File: config.mk
export PLATFORM = sky130hd
export DESIGN_NAME = store_buffer
export DESIGN_NICKNAME = d
export VERILOG_FILES = /design/src/rtl/store_buffer_pkg.sv /design/src/rtl/sb_fwd_merge.sv /design/src/rtl/store_buffer.sv
export SDC_FILE = /design/constraint.sdc
export NUM_CORES = 1
export LEC_CHECK = 0
export CORE_MARGIN = 5
export CORE_UTILIZATION = 50
export DETAILED_ROUTE_END_ITERATION = 10
export GPL_TIMING_DRIVEN = 0
export PLACE_DENSITY = 0.71
export SYNTH_ARGS = -nofsm -noshare
export SYNTH_HDL_FRONTEND = slang
export SYNTH_SLANG_ARGS = --single-unit
export TNS_END_PERCENT = 10
File: constraint.sdc
create_clock -name clk -period 7.07 [get_ports clk]
set_input_delay 1.414 -clock clk [delete_from_list [all_inputs] [get_ports clk]]
set_output_delay 1.414 -clock clk [all_outputs]
set_load 0.01 [all_outputs]
File: src/rtl/store_buffer_pkg.sv
// Shared defaults and types for the posted-write store buffer.
// Imported by the top and the forwarding merge.
package store_buffer_pkg;

    localparam int unsigned SB_DEPTH  = 4;
    localparam int unsigned SB_ADDR_W = 32;
    localparam int unsigned SB_DATA_W = 32;
    localparam int unsigned SB_PTR_W  = $clog2(SB_DEPTH);
    localparam int unsigned SB_CNT_W  = SB_PTR_W + 1;

    // Current owner of the shared RAM port.
    typedef enum logic [1:0] {
        PORT_IDLE  = 2'd0,
        PORT_LOAD  = 2'd1,
        PORT_DRAIN = 2'd2
    } sb_port_e;

endpackage

File: src/rtl/sb_fwd_merge.sv
// Per-lane load forwarding: walks the buffer from oldest to youngest so the
// youngest matching byte wins, falling back to RAM data.
module sb_fwd_merge
    import store_buffer_pkg::*;
#(
    parameter int unsigned DEPTH  = SB_DEPTH,
    parameter int unsigned WADR_W = 30,
    parameter int unsigned DATA_W = SB_DATA_W,
    parameter int unsigned SEL_W  = DATA_W / 8,
    parameter int unsigned PTR_W  = $clog2(DEPTH)
) (
    input  logic [DEPTH-1:0]             valid_i,
    input  logic [DEPTH-1:0][WADR_W-1:0] wadr_i,
    input  logic [DEPTH-1:0][SEL_W-1:0]  sel_i,
    input  logic [DEPTH-1:0][DATA_W-1:0] data_i,
    input  logic [PTR_W-1:0]             head_i,
    input  logic [WADR_W-1:0]            ld_wadr_i,
    input  logic [DATA_W-1:0]            ram_data_i,
    output logic [DATA_W-1:0]            ld_data_o
);

    logic [PTR_W-1:0] idx;

    // NOTE: every variable written here gets a default first, so no latch is inferred.
    always_comb begin
        ld_data_o = ram_data_i;
        idx       = head_i;
        for (int k = 0; k < DEPTH; k++) begin
            idx = head_i + PTR_W'(k);
            if (valid_i[idx] && (wadr_i[idx] == ld_wadr_i)) begin
                for (int b = 0; b < SEL_W; b++) begin
                    if (sel_i[idx][b]) begin
                        ld_data_o[b*8 +: 8] = data_i[idx][b*8 +: 8];
                    end
                end
            end
        end
    end

endmodule

File: src/rtl/store_buffer.sv
// Posted-write buffer between the mem stage and the data RAM: stores retire
// in one cycle, drain in order in the background, and are forwarded to loads.
module store_buffer
    import store_buffer_pkg::*;
#(
    parameter int unsigned DEPTH  = SB_DEPTH,
    parameter int unsigned ADDR_W = SB_ADDR_W,
    parameter int unsigned DATA_W = SB_DATA_W,
    parameter int unsigned SEL_W  = DATA_W / 8
) (
    input  logic                     clk,
    input  logic                     rst,
    input  logic                     req_ce_i,
    input  logic                     req_we_i,
    input  logic [ADDR_W-1:0]        req_addr_i,
    input  logic [SEL_W-1:0]         req_sel_i,
    input  logic [DATA_W-1:0]        req_data_i,
    input  logic                     sync_i,
    output logic [DATA_W-1:0]        ld_data_o,
    output logic                     stall_req_o,
    output logic                     empty_o,
    output logic [$clog2(DEPTH):0]   count_o,
    input  logic                     ram_ready_i,
    input  logic [DATA_W-1:0]        ram_data_i,
    output logic                     ram_ce_o,
    output logic                     ram_we_o,
    output logic [ADDR_W-1:0]        ram_addr_o,
    output logic [SEL_W-1:0]         ram_sel_o,
    output logic [DATA_W-1:0]        ram_data_o
);

    localparam int unsigned PTR_W  = $clog2(DEPTH);
    localparam int unsigned CNT_W  = PTR_W + 1;
    localparam int unsigned OFF_W  = $clog2(SEL_W);
    localparam int unsigned WADR_W = ADDR_W - OFF_W;

    logic [PTR_W-1:0]             head_q, head_d, tail_q, tail_d, tail_m1;
    logic [CNT_W-1:0]             count_q, count_d;
    logic [DEPTH-1:0]             valid_q, valid_d;
    logic [DEPTH-1:0][WADR_W-1:0] wadr_q;
    logic [DEPTH-1:0][SEL_W-1:0]  sel_q;
    logic [DEPTH-1:0][DATA_W-1:0] data_q;

    logic [WADR_W-1:0] req_wadr;
    logic [DATA_W-1:0] merged;
    sb_port_e          port_sel;
    logic is_load, is_store, not_empty, pop, coalesce_hit, can_enq;
    logic load_stall, store_stall, sync_stall, stall, st_go, do_coal, do_enq;

    assign req_wadr  = req_addr_i[ADDR_W-1:OFF_W];
    assign is_load   = req_ce_i & ~req_we_i;
    assign is_store  = req_ce_i & req_we_i;
    assign not_empty = (count_q != '0);
    assign tail_m1   = tail_q - PTR_W'(1);

    always_comb begin
        if (rst)            port_sel = PORT_IDLE;
        else if (is_load)   port_sel = PORT_LOAD;
        else if (not_empty) port_sel = PORT_DRAIN;
        else                port_sel = PORT_IDLE;
    end

    assign pop = (port_sel == PORT_DRAIN) & ram_ready_i;

    // The head entry cannot absorb a store in the very cycle it leaves for RAM.
    assign coalesce_hit = not_empty & valid_q[tail_m1] & (wadr_q[tail_m1] == req_wadr)
                        & ~(pop & (tail_m1 == head_q));
    assign can_enq      = (count_q != CNT_W'(DEPTH)) | pop;

    assign load_stall  = is_load & ~ram_ready_i;
    assign store_stall = is_store & ~coalesce_hit & ~can_enq;
    assign sync_stall  = sync_i & not_empty;
    assign stall       = load_stall | store_stall | sync_stall;

    assign st_go   = is_store & ~stall;
    assign do_coal = st_go & coalesce_hit;
    assign do_enq  = st_go & ~coalesce_hit;

    always_comb begin
        head_d  = head_q;
        tail_d  = tail_q;
        valid_d = valid_q;
        if (pop) begin
            valid_d[head_q] = 1'b0;
            head_d          = head_q + PTR_W'(1);
        end
        if (do_enq) begin
            valid_d[tail_q] = 1'b1;
            tail_d          = tail_q + PTR_W'(1);
        end
        count_d = count_q + CNT_W'(do_enq) - CNT_W'(pop);
    end

    always_ff @(posedge clk) begin
        if (rst) begin
            head_q  <= '0;
            tail_q  <= '0;
            count_q <= '0;
            valid_q <= '0;
        end else begin
            head_q  <= head_d;
            tail_q  <= tail_d;
            count_q <= count_d;
            valid_q <= valid_d;
        end
    end

    // NOTE: the entry storage has no reset; valid_q and count_q alone say which entries are live.
    always_ff @(posedge clk) begin
        if (do_enq) begin
            wadr_q[tail_q] <= req_wadr;
            sel_q[tail_q]  <= req_sel_i;
            data_q[tail_q] <= req_data_i;
        end else if (do_coal) begin
            sel_q[tail_m1] <= sel_q[tail_m1] | req_sel_i;
            for (int b = 0; b < SEL_W; b++) begin
                if (req_sel_i[b]) begin
                    data_q[tail_m1][b*8 +: 8] <= req_data_i[b*8 +: 8];
                end
            end
        end
    end

    sb_fwd_merge #(
        .DEPTH  (DEPTH),
        .WADR_W (WADR_W),
        .DATA_W (DATA_W),
        .SEL_W  (SEL_W),
        .PTR_W  (PTR_W)
    ) u_fwd_merge (
        .valid_i    (valid_q),
        .wadr_i     (wadr_q),
        .sel_i      (sel_q),
        .data_i     (data_q),
        .head_i     (head_q),
        .ld_wadr_i  (req_wadr),
        .ram_data_i (ram_data_i),
        .ld_data_o  (merged)
    );

    always_comb begin
        ram_ce_o   = 1'b0;
        ram_we_o   = 1'b0;
        ram_addr_o = '0;
        ram_sel_o  = '0;
        ram_data_o = '0;
        unique case (port_sel)
            PORT_LOAD: begin
                ram_ce_o   = 1'b1;
                ram_addr_o = req_addr_i;
                ram_sel_o  = req_sel_i;
            end
            PORT_DRAIN: begin
                ram_ce_o   = 1'b1;
                ram_we_o   = 1'b1;
                ram_addr_o = ADDR_W'(wadr_q[head_q]) << OFF_W;
                ram_sel_o  = sel_q[head_q];
                ram_data_o = data_q[head_q];
            end
            PORT_IDLE: begin
                ram_ce_o = 1'b0;
            end
        endcase
    end

    assign ld_data_o   = rst ? '0 : merged;
    assign stall_req_o = ~rst & stall;
    assign empty_o     = rst | ~not_empty;
    assign count_o     = rst ? '0 : count_q;

endmodule

==> run summary, run 1 <==
placer congestion estimate - 1.025
failing checks - setup timing
Post-synth ARST share - 0%
drt initial violations - 2,997
synthesized instance count - 1,895
CP Launch Type - flop
YS warnings - 0
CTS tree - yes
Crit path arrival time - 5.79 ns
die area - 47,910 um2
H-tree depth - 1
FMAX - 138.8 MHz
Slew Limit Fails - 0
Crit path largest cell delay - 0.57 ns
Slowest cell on crit path - clkdlybuf4s50_1
Layout Skew - 0.03321 ns
ANT nets after route - 0
clock latency on the worst-skew pair - 0.61 ns
first-pass GRT wire length - 130.2 mm
CTS Buf Count - 31
largest net degree at the start of global routing - 23
Avg WL per Cell - 33.07 um
critical path cell sequence - buf_6, inv_6, buf_8, buf_12, clkbuf_16, clkbuf_8, ha_1, buf_8, buf_8, buf_6, mux4_2, xnor2_1, nor2_1, o2111ai_2, nor2_4, nand3_4, nor2_4, o21ai_1, a211oi_2, clkdlybuf4s50_1
worst-margin pin slew - 1.144 ns
Post-synth EDFFs - 264
share of post-route cells with drive strength above 1 - 22.40%
total grt overflow - 0
Die Wd - 218.9 um
Synth Area per Inst - 11.51 um2
pre-CTS setup slack - -3.738 ns
# port buffers - 208
CTS Buffer Depth - 3
GRT Total Usage - 37.28%
clock sinks - 275
Clock transition at path regs - 0.06 ns
crit-path max FO - 11
maxcap violations - 0
Synthesized Nets - 2,019
crit-path leading delay family - buffers and inverters
Worst IR Drop VDD - 0.0002112 V
sequential area share after synthesis - 37.35%
crit path kind - reg -> out
hpwl dp - 68.13 mm
CP most frequent cell - buf_8
clock period minus worst slack - 7.204 ns
outcome - complete, but fails checks
fin nets - 2,282
Worst setup EP type - primary output
RSZ-0062 raised after global routing - true
drt drc - 0
Final Setup Violations - 6
PD cells - 224.2 nW/um2
Worst Path Required - 5.66 ns
IO Pins - 213
Distinct cells, synth - 77
routed wire length - 91.61 mm
Fin. Hold Viols - 0
vias per inst - 6.842
relative slew slack - 23.73%
clk root buf - clkbuf_16
P_leak - 8.487 nW
cell row count - 76
initial antenna violation count - 3
Final WS setup - -0.1338 ns
Core ar. - 43,080 um2
Crit path buffers/inverters - 10
setup TNS - -0.2141 ns
area of the mapped netlist - 21,820 um2
die height - 218.9 um
drt pass-1 iters - 6
vias in the first global route - 18,605
post-route clock period utilization - 101.9%
Yosys reg bits - 275
Starting Density - 50.64%
worst hold path class - reg -> reg
via count - 18,953
P&R area growth vs syn - 20.79%
Most used DFF post-synth - edfxtp_1
what timing repair did:
| item | 4_1_cts | 5_1_grt |
|---|---|---|
| buffers inserted | 13 | 9 |
| hold buffers | 0 | 0 |
| resized for setup | 157 | 31 |
| endpoints found under the setup margin | 266 | 34 |
| pin swaps | 14 | 9 |
| gates cloned | 0 | 0 |
stage by stage:
step / power [mW] / util, % / std cells / cell area (um2) / hold slack [ns]
after CTS: 5.831 / 60.84 / 2760 / 26210 / 0.5629
after floorplan: 3.369 / - / 1895 / 21820 / 0.4877
after detailed placement: 4.210 / 57.43 / 2692 / 24740 / 0.5526
final: 5.909 / 61.17 / 2770 / 26350 / 0.5795
after global routing: 6.077 / 61.17 / 2769 / 26350 / 0.5889
after global placement: 4.184 / 57.18 / 2688 / 24630 / 0.5369
layout make-up:
cell class                      count  area, um2
Buffer                            146      994.7
Clock buffer                       36      794.5
Inverter                           55      215.2
Tap cell                          585      732.0
Clock inverter                     22      183.9
Antenna cell                        2      5.005
Sequential cell                   275       8149
Fill cell                        3517      16720
Multi-Input combinational cell   1415      12960
Timing Repair Buffer              234       2317
report_power, final:
group,internal [mW],switching (mW)
registers,1.90,0.0781
logic,0.958,1.38
clock network,0.880,0.710
total,3.74,2.17
worst paths after layout:
| path | from | to | slack, ns | cells after the start |
|---|---|---|---|---|
| worst max-delay path | head_q[1] | ld_data_o[7] | -0.13 | 20 |
| worst min-delay path | valid_q[0] | valid_q[0] | 0.58 | 2 |
| worst max register to register | tail_q[0] | data_q[73] | 0.70 | 15 |
| worst min register to register | valid_q[0] | valid_q[0] | 0.58 | 2 |
worst register-to-register path, stage by stage (launching register included):
cell and delay, ns:
dfxtp_1 0.47, buf_6 0.32, buf_4 0.34, inv_1 0.18, ha_1 0.32, buf_4 0.30
mux4_2 0.37, xnor2_1 0.33, nand4_1 0.34, nor4_2 0.70, nand4_1 0.42, nand3_1 0.37
buf_2 0.40, nor2_4 0.25, a21oi_1 0.86, nor2b_1 0.13
flip-flops by register name, indices dropped and copies added, names as in the netlist:
name and count:
data_q 128, valid_q 4, sel_q 16, head_q 2, count_q 3, wadr_q 120
tail_q 2
cell usage in the layout, fill, tap and decap left out, types with 15 or more instances in the layout:
cell             count
nor2_1              75
o21ai_1             33
edfxtp_1           264
ha_1                17
mux2_1              16
buf_2               25
xnor2_1             82
nor2b_1            144
clkdlybuf4s50_1    177
clkbuf_16           33
nand2_1             98
buf_1               17
buf_4               35
clkbuf_1            53
mux4_2             147
dlygate4sd2_1       19
nor3_1              29
a21oi_1            137
mux2i_1            139
nand2b_1            15
a22o_1              29
xor2_1              38
mux2_2              66
and2_1              58
o21ai_0             54
inv_1               52
a211oi_2            33
nand4_1             15
synth_stat cells, types with 4 or more instances:
cell	instances	area, um2
nor4_4	6	127.6
o221ai_1	4	35.03
and2_1	58	362.9
mux4_2	147	3311
a21oi_1	141	705.7
xnor2_1	89	779.5
xor2_1	38	332.8
a32o_1	14	140.1
nor2b_1	145	907.1
mux2_1	16	180.2
edfxtp_1	264	7928
buf_12	5	100.1
ha_1	17	212.7
or4_1	4	30.03
nand2b_1	15	93.84
or2_2	6	37.54
nand3_1	13	65.06
buf_1	25	93.84
buf_2	28	140.1
dfxtp_1	11	220.2
nor2_1	87	326.6
buf_6	9	101.4
nor4_1	7	43.79
buf_4	12	90.09
nor3_1	33	165.2
a211oi_2	32	400.4
a211oi_1	5	37.54
a22o_1	29	254.0
o211ai_1	5	37.54
mux2i_1	140	1401
nand4_1	15	93.84
mux2_2	66	743.2
a2bb2oi_1	7	61.31
clkbuf_1	69	259.0
a31o_2	5	43.79
o21ai_1	33	165.2
inv_1	53	198.9
o22ai_1	13	81.33
nand2_1	98	367.9
o21ai_0	54	270.3
a22oi_1	13	97.59
a211oi_4	5	100.1
a2111oi_0	4	35.03
logic make-up after synthesis:
group / count (synthesis) / share of synthesized area (%)
XOR/XNOR: 127 / 5.099
adder cells (fa/ha/maj): 18 / 1.067
multiplexers: 377 / 26.49
buffers and inverters: 205 / 4.680
AO/OA/AOI/OAI: 391 / 12.57
flip-flops: 275 / 37.35
AND/OR/NAND/NOR: 502 / 12.76
layer usage:
| layer | share of wire [%] | GRT usage, % | up-vias | routed length [um] |
|---|---|---|---|---|
| met3 | 13 | 11.70 | 213 | 12300 |
| met1 | 41 | 54.46 | 9508 | 37450 |
| li1 | - | - | 7767 | - |
| met2 | 42 | 53.75 | 1463 | 38710 |
| met4 | 3.4 | 10.61 | 2 | 3127 |
| met5 | 0.022 | 0 | - | 20 |
Power figures use the tool's default switching activity.
==> run 2: changes to the inputs <==
--- a/config.mk
+++ b/config.mk
@@ -5,11 +5,13 @@
 export SDC_FILE = /design/constraint.sdc
 export NUM_CORES = 1
 export LEC_CHECK = 0
+export CELL_PAD_IN_SITES_DETAIL_PLACEMENT = 0
+export CELL_PAD_IN_SITES_GLOBAL_PLACEMENT = 2
 export CORE_MARGIN = 5
-export CORE_UTILIZATION = 50
+export CORE_UTILIZATION = 40
 export DETAILED_ROUTE_END_ITERATION = 10
 export GPL_TIMING_DRIVEN = 0
-export PLACE_DENSITY = 0.71
+export PLACE_DENSITY_LB_ADDON = 0.1
 export SYNTH_ARGS = -nofsm -noshare
 export SYNTH_HDL_FRONTEND = slang
 export SYNTH_SLANG_ARGS = --single-unit
==> run 2 against run 1 <==
Against the previous run:
- the flow now finishes without violations
- non-clock buffer count rose by 1
- clock power up 7%
- first-iteration DRC count down 22%
- power is 2.4% higher
- wire length rose by 3.5%
- critical path type unchanged
==> run summary, run 2 (synthesis gave the netlist of run 1 again) <==
placer congestion estimate - 0.9799
P&R area growth vs syn - 22.68%
Sw Ratio - 36.53%
vias in the first global route - 18,065
Gate power share - 39.2%
Clk network pwr share - 28.2%
post-route clock period utilization - 99.95%
maxcap violations - 0
crit path kind - reg -> out
clk root buf - clkbuf_16
die area - 59,310 um2
CTS Buffer Depth - 3
P_leak - 8.580 nW
clock sinks - 275
CP Launch Type - flop
Fin. Hold Viols - 0
FF+latch area - 8149 um2
Switch Pwr - 2.211 mW
total grt overflow - 0
Core ar. - 53,920 um2
via count - 18,532
drt drc - 0
drt initial violations - 2,341
# port buffers - 208
worst hold path class - reg -> reg
share of post-route cells with drive strength above 1 - 22.53%
GR Util met1 - 47.50%
IO Pins - 213
Placed Instances - 2,804
setup TNS - 0 ns
RSZ-0062 raised after global routing - true
ANT nets after route - 0
Reg with most FFs - data_q
largest net degree at the start of global routing - 22
H-tree depth - 2
CTS Hold Bufs - 0
worst-margin pin slew - 1.169 ns
Layout Skew - 0.04781 ns
drt pass-1 iters - 5
CTS Buf Count - 34
met3 Usage GRT - 6.730%
Final Setup Violations - 0
# fillers - 4,850
cell-internal power - 3.842 mW
outcome - complete, no violations
clock period minus worst slack - 7.067 ns
first-pass GRT wire length - 134.1 mm
Starting Density - 40.46%
Worst Path Required - 5.66 ns
Crit path arrival time - 5.65 ns
Post-Layout Cell Count - 2,886
max FFs per register - 128
sequential share of power - 32.6%
cell row count - 85
largest registers - data_q: 128 flops, wadr_q: 120 flops, sel_q: 16 flops
met2 Use GR - 44.92%
commonest non-fill, non-tap cell in the layout - edfxtp_1
critical path cell sequence - buf_12, clkbuf_4, buf_4, clkbuf_2, mux4_2, xnor2_1, nand3_1, a211oi_2, nand4_4, a211oi_4, buf_4, a21oi_1, a211oi_2, clkdlybuf4s50_1
Clock transition at path regs - 0.06 ns
FMAX - 141.5 MHz
area of the multi-input gates - 13,000 um2
die height - 243.5 um
most frequent cells in the layout - 264 x edfxtp_1, 187 x clkdlybuf4s50_1, 147 x mux4_2, 144 x nor2b_1, 140 x mux2i_1
Worst IR Drop VDD - 0.0001795 V
Slowest cell on crit path - clkdlybuf4s50_1
worst hold slack - 0.5760 ns
clock latency on the worst-skew pair - 0.57 ns
GRT Total Usage - 30.82%
Slew Limit Fails - 0
relative slew slack - 22.09%
Avg WL per Cell - 32.86 um
crit-path max FO - 10
fin nets - 2,286
CTS tree - yes
Die Wd - 243.5 um
routed wire length - 94.83 mm
PD cells - 226.2 nW/um2
initial antenna violation count - 3
hpwl dp - 69.96 mm
Overall Power - 6.053 mW
Worst setup EP type - primary output
gr busiest metal - met1
Crit path largest cell delay - 0.58 ns
vias per inst - 6.421
==> run 2: changes by cell type in the layout (fill, tap and decap cells not counted), moves of 5 or more <==
cell and change:
dlygate4sd2_1 -13, buf_4 -10, clkdlybuf4s15_2 +5, clkinvlp_4 -5
clkdlybuf4s50_1 +10
==> run 2: metrics by stage <==
step	cell area [um2]	setup slack [ns]	util, %
after global routing	26760	-0.07052	49.63
final	26760	0.003374	49.63
after floorplan	21820	0.7404	-
after CTS	26610	0.001093	49.34
after global placement	24770	-3.914	45.94
after detailed placement	24910	-3.915	46.20
==> run 2: what timing repair did <==
action                     in CTS  in global routing
setup buffers                  18                  2
setup endpoints to repair     280                 39
gates cloned                    1                  0
pin swaps                      19                  9
resized for setup             151                 34
==> run 2: path summary, 6_finish.rpt <==
| check | end | start | depth (start not counted) | slack [ns] |
|---|---|---|---|---|
| worst min register to register | valid_q[1] | valid_q[1] | 2 | 0.58 |
| worst min-delay path | valid_q[1] | valid_q[1] | 2 | 0.58 |
| worst max register to register | data_q[81] | tail_q[0] | 17 | 0.31 |
| worst max-delay path | ld_data_o[0] | head_q[1] | 14 | 0.003 |
==> run 2: power groups by stage <==
stage          clock (mW)  sequential, mW  combinational, mW
5_1_grt              1.78            1.98               2.47
2_1_floorplan           0            1.98               1.39
4_1_cts              1.72            1.97               2.31
6_report             1.70            1.97               2.37
3_5_place_dp            0            2.00               2.24
3_3_place_gp            0            2.00               2.23
==> run 2: final cells by class <==
class	instances	share of cell area [%]
Multi-Input combinational cell	1415	48.58
Sequential cell	275	30.45
Timing Repair Buffer	234	9.191
Buffer	147	3.782
Clock buffer	44	3.319
Tap cell	696	3.254
Inverter	55	0.7994
Clock inverter	18	0.6078
Antenna cell	2	0.01870
==> run 2: per-layer routing <==
metal,part of all wire [%],vias to the layer above
li1,-,7780
met4,2.2,4
met5,0.036,-
met2,42,1110
met3,10,135
met1,45,9503
==> run 2: critical path, delay by kind of cell (launching register included) <==
family / cells / cell delay [ns]
flip-flops: 1 / 0.38
buffers and inverters: 6 / 2.10
multiplexers: 1 / 0.39
AND/OR/NAND/NOR: 2 / 0.55
AO/OA/AOI/OAI: 4 / 1.15
XOR/XNOR: 1 / 0.47
